`src/rtl/lr35902_oam_dma_pkg.sv`:
```
// Shared constants, state encoding and source-page helpers for the FF46 OAM DMA engine.
// No timing of its own; used by the DMA block and its bench.
package lr35902_oam_dma_pkg;

  localparam logic [15:0] DMA_REG_ADR   = 16'hFF46;
  localparam int          OAM_LEN       = 160;
  localparam logic [7:0]  VRAM_HI_FIRST = 8'h80;
  localparam logic [7:0]  VRAM_HI_LAST  = 8'h9F;
  localparam logic [7:0]  ECHO_HI       = 8'hE0;
  localparam logic [7:0]  ECHO_OFS      = 8'h20;

  typedef enum logic [1:0] {
    ST_IDLE  = 2'd0,
    ST_START = 2'd1,
    ST_XFER  = 2'd2
  } dma_state_e;

  // Echo RAM pages alias work RAM 0x20 pages lower.
  function automatic logic [7:0] src_base(input logic [7:0] s);
    return (s >= ECHO_HI) ? (s - ECHO_OFS) : s;
  endfunction

  function automatic logic src_is_ext(input logic [7:0] base);
    return (base < VRAM_HI_FIRST) || (base > VRAM_HI_LAST);
  endfunction

endpackage

```
`src/rtl/lr35902_oam_dma_if.sv`:
```
// CPU register port plus source-read / OAM-write bus of the OAM DMA engine.
// slave = DMA side, master = CPU / memory side.
interface lr35902_oam_dma_if;

  logic [7:0]  reg_din;
  logic        reg_write;
  logic        reg_read;
  logic [7:0]  reg_dout;
  logic        active;
  logic        drvext;
  logic [15:0] adr_rd;
  logic        rd;
  logic [7:0]  data_in;
  logic [7:0]  adr_wr;
  logic        wr;
  logic [7:0]  data_out;

  modport slave (
    input  reg_din, reg_write, reg_read, data_in,
    output reg_dout, active, drvext, adr_rd, rd, adr_wr, wr, data_out
  );

  modport master (
    output reg_din, reg_write, reg_read, data_in,
    input  reg_dout, active, drvext, adr_rd, rd, adr_wr, wr, data_out
  );

endinterface

```
`src/rtl/lr35902_oam_dma.sv`:
```
// FF46 OAM DMA: copies LEN bytes from page {base} into OAM, one byte per MCYC-clock slot.
// active rises the clock after the FF46 write; no backpressure, a rewrite restarts the copy.
module lr35902_oam_dma
  import lr35902_oam_dma_pkg::*;
#(
  parameter int LEN  = OAM_LEN,
  parameter int MCYC = 4
) (
  input  logic                clk,
  input  logic                n_reset,
  lr35902_oam_dma_if.slave    bus
);

  // Slot phases 0..2 must exist, so MCYC is expected to be at least 3.
  localparam int             PW       = (MCYC > 1) ? $clog2(MCYC) : 1;
  localparam logic [PW-1:0]  PH_LAST  = PW'(MCYC - 1);
  localparam logic [PW-1:0]  PH_RD1   = PW'(1);
  localparam logic [PW-1:0]  PH_WR    = PW'(2);
  localparam logic [7:0]     IDX_LAST = 8'(LEN - 1);

  dma_state_e     state_q,    state_d;
  logic [PW-1:0]  phase_q,    phase_d;
  logic [7:0]     idx_q,      idx_d;
  logic [7:0]     s_q,        s_d;
  logic [15:0]    adr_rd_q,   adr_rd_d;
  logic [7:0]     adr_wr_q,   adr_wr_d;
  logic [7:0]     data_out_q, data_out_d;

  logic [7:0]     base;
  logic           in_xfer;
  logic           unused_reg_read;

  assign base            = src_base(s_q);
  assign in_xfer         = (state_q == ST_XFER);
  assign unused_reg_read = bus.reg_read;

  always_ff @(posedge clk) begin
    if (!n_reset) begin
      state_q    <= ST_IDLE;
      phase_q    <= '0;
      idx_q      <= 8'h00;
      s_q        <= 8'hFF;
      adr_rd_q   <= 16'h0000;
      adr_wr_q   <= 8'h00;
      data_out_q <= 8'h00;
    end else begin
      state_q    <= state_d;
      phase_q    <= phase_d;
      idx_q      <= idx_d;
      s_q        <= s_d;
      adr_rd_q   <= adr_rd_d;
      adr_wr_q   <= adr_wr_d;
      data_out_q <= data_out_d;
    end
  end

  always_comb begin
    state_d    = state_q;
    phase_d    = phase_q;
    idx_d      = idx_q;
    s_d        = s_q;
    adr_rd_d   = adr_rd_q;
    adr_wr_d   = adr_wr_q;
    data_out_d = data_out_q;

    case (state_q)
      ST_START: begin
        if (phase_q == PH_LAST) begin
          state_d  = ST_XFER;
          phase_d  = '0;
          idx_d    = 8'h00;
          adr_rd_d = {base, 8'h00};
        end else begin
          phase_d = phase_q + PW'(1);
        end
      end
      ST_XFER: begin
        // Source data arrives one clock after rd; capture it with the index it belongs to.
        if (phase_q == PH_RD1) begin
          data_out_d = bus.data_in;
          adr_wr_d   = idx_q;
        end
        if (phase_q == PH_LAST) begin
          phase_d = '0;
          if (idx_q == IDX_LAST) begin
            state_d = ST_IDLE;
          end else begin
            idx_d    = idx_q + 8'd1;
            adr_rd_d = {base, idx_q + 8'd1};
          end
        end else begin
          phase_d = phase_q + PW'(1);
        end
      end
      default: begin
      end
    endcase

    // A register write always (re)starts the transfer; rd/wr of the current clock are unaffected.
    if (bus.reg_write) begin
      s_d     = bus.reg_din;
      state_d = ST_START;
      phase_d = '0;
      idx_d   = 8'h00;
    end
  end

  assign bus.reg_dout = s_q;
  assign bus.active   = (state_q != ST_IDLE);
  assign bus.drvext   = (state_q != ST_IDLE) && src_is_ext(base);
  assign bus.rd       = in_xfer && (phase_q <= PH_RD1);
  assign bus.wr       = in_xfer && (phase_q == PH_WR);
  assign bus.adr_rd   = adr_rd_q;
  assign bus.adr_wr   = adr_wr_q;
  assign bus.data_out = data_out_q;

endmodule

```
`src/flat_wrapper.sv`:
```
// flat-port wrapper written by rule: the top's interface ports become plain ports
module lr35902_oam_dma_flat import lr35902_oam_dma_pkg::*;
#(
  parameter int LEN  = OAM_LEN,
  parameter int MCYC = 4
)
  (clk, n_reset, bus_reg_din, bus_reg_write, bus_reg_read, bus_data_in, bus_reg_dout, bus_active, bus_drvext, bus_adr_rd, bus_rd, bus_adr_wr, bus_wr, bus_data_out);
  lr35902_oam_dma_if bus_i ();
  input  logic clk;
  input  logic n_reset;
  input wire logic [$bits(bus_i.reg_din)-1:0] bus_reg_din;
  input wire logic [$bits(bus_i.reg_write)-1:0] bus_reg_write;
  input wire logic [$bits(bus_i.reg_read)-1:0] bus_reg_read;
  input wire logic [$bits(bus_i.data_in)-1:0] bus_data_in;
  output wire logic [$bits(bus_i.reg_dout)-1:0] bus_reg_dout;
  output wire logic [$bits(bus_i.active)-1:0] bus_active;
  output wire logic [$bits(bus_i.drvext)-1:0] bus_drvext;
  output wire logic [$bits(bus_i.adr_rd)-1:0] bus_adr_rd;
  output wire logic [$bits(bus_i.rd)-1:0] bus_rd;
  output wire logic [$bits(bus_i.adr_wr)-1:0] bus_adr_wr;
  output wire logic [$bits(bus_i.wr)-1:0] bus_wr;
  output wire logic [$bits(bus_i.data_out)-1:0] bus_data_out;
  assign bus_i.reg_din = bus_reg_din;
  assign bus_i.reg_write = bus_reg_write;
  assign bus_i.reg_read = bus_reg_read;
  assign bus_i.data_in = bus_data_in;
  assign bus_reg_dout = bus_i.reg_dout;
  assign bus_active = bus_i.active;
  assign bus_drvext = bus_i.drvext;
  assign bus_adr_rd = bus_i.adr_rd;
  assign bus_rd = bus_i.rd;
  assign bus_adr_wr = bus_i.adr_wr;
  assign bus_wr = bus_i.wr;
  assign bus_data_out = bus_i.data_out;
  lr35902_oam_dma #(.LEN(LEN), .MCYC(MCYC)) u_core (.clk(clk), .n_reset(n_reset), .bus(bus_i));
endmodule
```
`config.mk`:
```
export PLATFORM = sky130hd
export DESIGN_NAME = lr35902_oam_dma_flat
export DESIGN_NICKNAME = d
export VERILOG_FILES = /design/src/rtl/lr35902_oam_dma_pkg.sv /design/src/rtl/lr35902_oam_dma_if.sv /design/src/rtl/lr35902_oam_dma.sv /design/src/flat_wrapper.sv
export SDC_FILE = /design/constraint.sdc
export NUM_CORES = 1
export LEC_CHECK = 0
export CORE_MARGIN = 2
export CORE_UTILIZATION = 30
export DETAILED_ROUTE_END_ITERATION = 8
export HOLD_SLACK_MARGIN = 0.06
export PLACE_DENSITY_LB_ADDON = 0.25
export SLEW_MARGIN = 25
export SYNTH_ARGS = -nofsm -noshare
export SYNTH_HDL_FRONTEND = slang
export SYNTH_SLANG_ARGS = --single-unit
```
`constraint.sdc`:
```
create_clock -name clk -period 1.65 [get_ports clk]
set_input_delay 0.2475 -clock clk [delete_from_list [all_inputs] [get_ports clk]]
set_output_delay 0.2475 -clock clk [all_outputs]
set_load 0.05 [all_outputs]
```
==> key figures <==
Run status
  • Run status: finished with violations
  • Failing checks: negative setup slack

Routing
  • DR DRC count: 0
  • Initial DRC Count: 84
  • Pre-Repair DR Iteration Count: 4
  • Routed wire per std cell: 12.7 um
  • ANT nets after route: 0
  • Via Count: 2077
  • Routed WL: roughly 5700 um
  • Vias per cell: around 4.6

Clock tree
  • Max Root-Sink Buffers: 2
  • Reg clk slew, reported paths: roughly 0.09 ns
  • CTS tree: yes
  • Root Buffer: clkbuf_8
  • Total CTS buffers: 5
  • Post-CTS Hold Buffers: 0
  • Clock sinks: 52
  • Worst-skew pair later-pin latency: 0.31 ns
  • H-tree depth: 2

Global route
  • Grt total ovfl: 0
  • Largest net degree at the start of global routing: 24
  • Total track usage: 0.136
  • Initial antenna violation count: 0
  • Global-route wire length before repair: 9320 um
  • Vias in the first global route: approximately 2000

Yosys
  • Syn avg cell area: 8.73 sq um
  • Post-synth EDFFs: 0
  • Cells after synthesis: 267
  • Synth cell types: 44
  • Primary FF master, synth: dfxtp_1
  • Ys Warns: 0
  • Post-Syn Area: 0.00233 sq mm
  • Flops & latches, synth: 52
  • Sequential area share after synthesis: 0.446
  • Mapped Nets: a little under 300
  • Async SR Flop Fraction: 0

Worst setup path
  • CP Launch Type: register
  • Required time of the critical path: about 1.4 ns
  • Delay-heaviest family, CP: flip-flops
  • Critical path cell sequence: inv_4, ha_4, nand4b_1, o21ai_2, a21oi_4, buf_12
  • Crit-path max FO: 2
  • CP Capture Type: output pin
  • Buf/Inv on CP: 2
  • CP arrival: 1.41 ns
  • Max incr delay on CP: 0.37 ns
  • CP Class: register to output pin
  • Worst path slowest cell: dfxtp_4

Floorplan
  • Die Y: 92.2 um
  • Num ports: 64
  • Initial core utilization: 0.305
  • # rows: 32
  • Core area: 0.00765 sq mm
  • Die width: 92.2 um
  • Total die area: 0.00850 sq mm

STA
  • Maximum clock rate: between 600 and 700 MHz
  • Period minus WS final: approximately 1.7 ns
  • Slew HR: 0.743
  • Tcrit/Tclk final: 1.01
  • Setup ws final: -0.00943 ns
  • Final hold violation count: 0
  • Worst Hold Margin: 0.460 ns
  • RSZ-0062 raised after global routing: true
  • Slew @ Worst Pin: 0.386 ns
  • Count of pins over their slew limit: 0
  • # setup viols final: 1
  • Fin Clk Skew: 0.00543 ns

Pwr
  • Switching power: 0.590 mW
  • Max VDD drop: slightly below 0.4 mV
  • Pleak: around 1.3 nW
  • Combinational share of power: 0.121
  • PD cells: 726 mW/mm^2
  • Seq pwr share: 0.524
  • Overall Power: 2.46 mW
  • Int Pwr: between 1.5 and 2 mW
  • Sw Share: 0.240
  • Clk pwr share: 0.355

Final layout
  • Most frequent cells in the layout: 68 x nand2_1, 67 x buf_4, 46 x dfxtp_1, 18 x clkdlybuf4s50_1, 16 x a21boi_0
  • Filler cells: 791
  • Ant. Diodes: 0
  • Layout area overhead: 45.0%
  • Fin nets: roughly 370
  • Layout cells sized above 1: 0.329
  • Final cell area excluding filler cells: 0.00338 sq mm
  • Commonest non-fill, non-tap cell in the layout: nand2_1

Place
  • Gpl congestion: 0.891
  • Count of input and output buffers: 62
  • Placed instance area: 0.00312 sq mm
  • Pre-CTS setup slack: -0.0312 ns
  • DP Wirelength: 3920 um

Min path
  • Hold Path Class: register to register

Run
  • Max-cap violations: 0
==> cell families (layout without fill, tap and decap cells) <==
kind of cell,after synthesis,in the layout,synth area share
DFF,52,52,0.446
xor gates and xnor gates,5,5,0.0188
and+or+nand+nor,106,106,0.211
buffers and inverters,29,107,0.0628
AOI/OAI and AO/OA,59,61,0.183
muxes,8,8,0.0349
adders and majority gates,8,8,0.0429
==> metrics by stage <==
| stage | cells | utilization | TNS, ns |
|---|---|---|---|
| 5_1_grt | 449 | 0.442 | -0.0757 |
| 3_5_place_dp | 434 | 0.408 | -0.225 |
| 3_3_place_gp | 434 | 0.408 | -0.0189 |
| 6_report | 449 | 0.442 | -0.00943 |
| 2_1_floorplan | 267 | - | 0 |
| 4_1_cts | 448 | 0.436 | -0.0488 |
==> final cells by class <==
class,count,area (sq um),share of cell area
Tap cell,102,128,0.0377
Multi-Input combinational cell,188,1260,0.372
Sequential cell,52,1050,0.312
Clock inverter,3,42.5,0.0126
Timing Repair Buffer,91,795,0.235
Clock buffer,5,68.8,0.0204
Inverter,8,35.0,0.0104
==> routing by layer <==
| layer | wire length [um] | global-route usage | part of all wire | vias to the layer above |
|---|---|---|---|---|
| met3 | 373 | 0.0394 | 0.065 | 9 |
| met4 | 99 | 0.0448 | 0.017 | 0 |
| met2 | 2530 | 0.230 | 0.44 | 56 |
| li1 | - | - | - | 1048 |
| met5 | 0 | 0 | 0 | - |
| met1 | 2710 | 0.167 | 0.47 | 964 |
==> worst paths after layout <==
| path | startpoint | to | slack (ns) | cells past startpoint |
|---|---|---|---|---|
| worst min-delay path | u_core.bus.adr_rd[8] | u_core.bus.adr_rd[8] | 0.46 | 2 |
| worst max register to register | u_core.idx_q[1] | u_core.state_q[0] | 0.10 | 5 |
| worst min register to register | u_core.bus.adr_rd[8] | u_core.bus.adr_rd[8] | 0.46 | 2 |
| worst max-delay path | u_core.bus.reg_dout[5] | bus_drvext | -0.009 | 6 |
==> cells in the mapped netlist, types with 4 or more instances <==
cell | instances | share of area
nand2_1 | 69 | 0.11
dfxtp_1 | 52 | 0.45
a21boi_0 | 16 | 0.052
a21boi_1 | 11 | 0.035
clkbuf_1 | 9 | 0.014
a21oi_1 | 8 | 0.017
ha_1 | 8 | 0.043
inv_1 | 8 | 0.013
nor2_1 | 8 | 0.013
mux2i_1 | 7 | 0.030
nand3_1 | 7 | 0.015
buf_4 | 5 | 0.016
o21ai_0 | 5 | 0.011
nor2b_1 | 4 | 0.011
==> sequential cells by signal (all words and copies together), names as in the netlist <==
signal	cells
u_core.bus.reg_dout	8
u_core.state_q	2
u_core.phase_q	2
u_core.bus.data_out	8
u_core.idx_q	8
u_core.bus.adr_rd	16
u_core.bus.adr_wr	8
==> power groups by stage <==
stage / registers [mW] / logic [mW] / clock network [mW]
floorplan: 1.34 / 0.138 / 0
finish: 1.29 / 0.296 / 0.872
detailed placement: 1.32 / 0.273 / 0
CTS: 1.29 / 0.292 / 0.915
global route: 1.29 / 0.316 / 0.958
global placement: 1.32 / 0.270 / 0
==> tightest hold or removal path: stages, from the launching register on <==
cell	delay, ns
dfxtp_1	0.32
nand2_1	0.05
a21boi_1	0.05
==> repair_timing <==
item                                    CTS  global route
gates resized for setup                  15            11
hold endpoints to repair                  0             0
gates cloned                              1             1
endpoints found under the setup margin   26            44
buffers inserted                          5             1
pin swaps                                 4            10
Note: power is estimated with default switching activity, not from simulation.
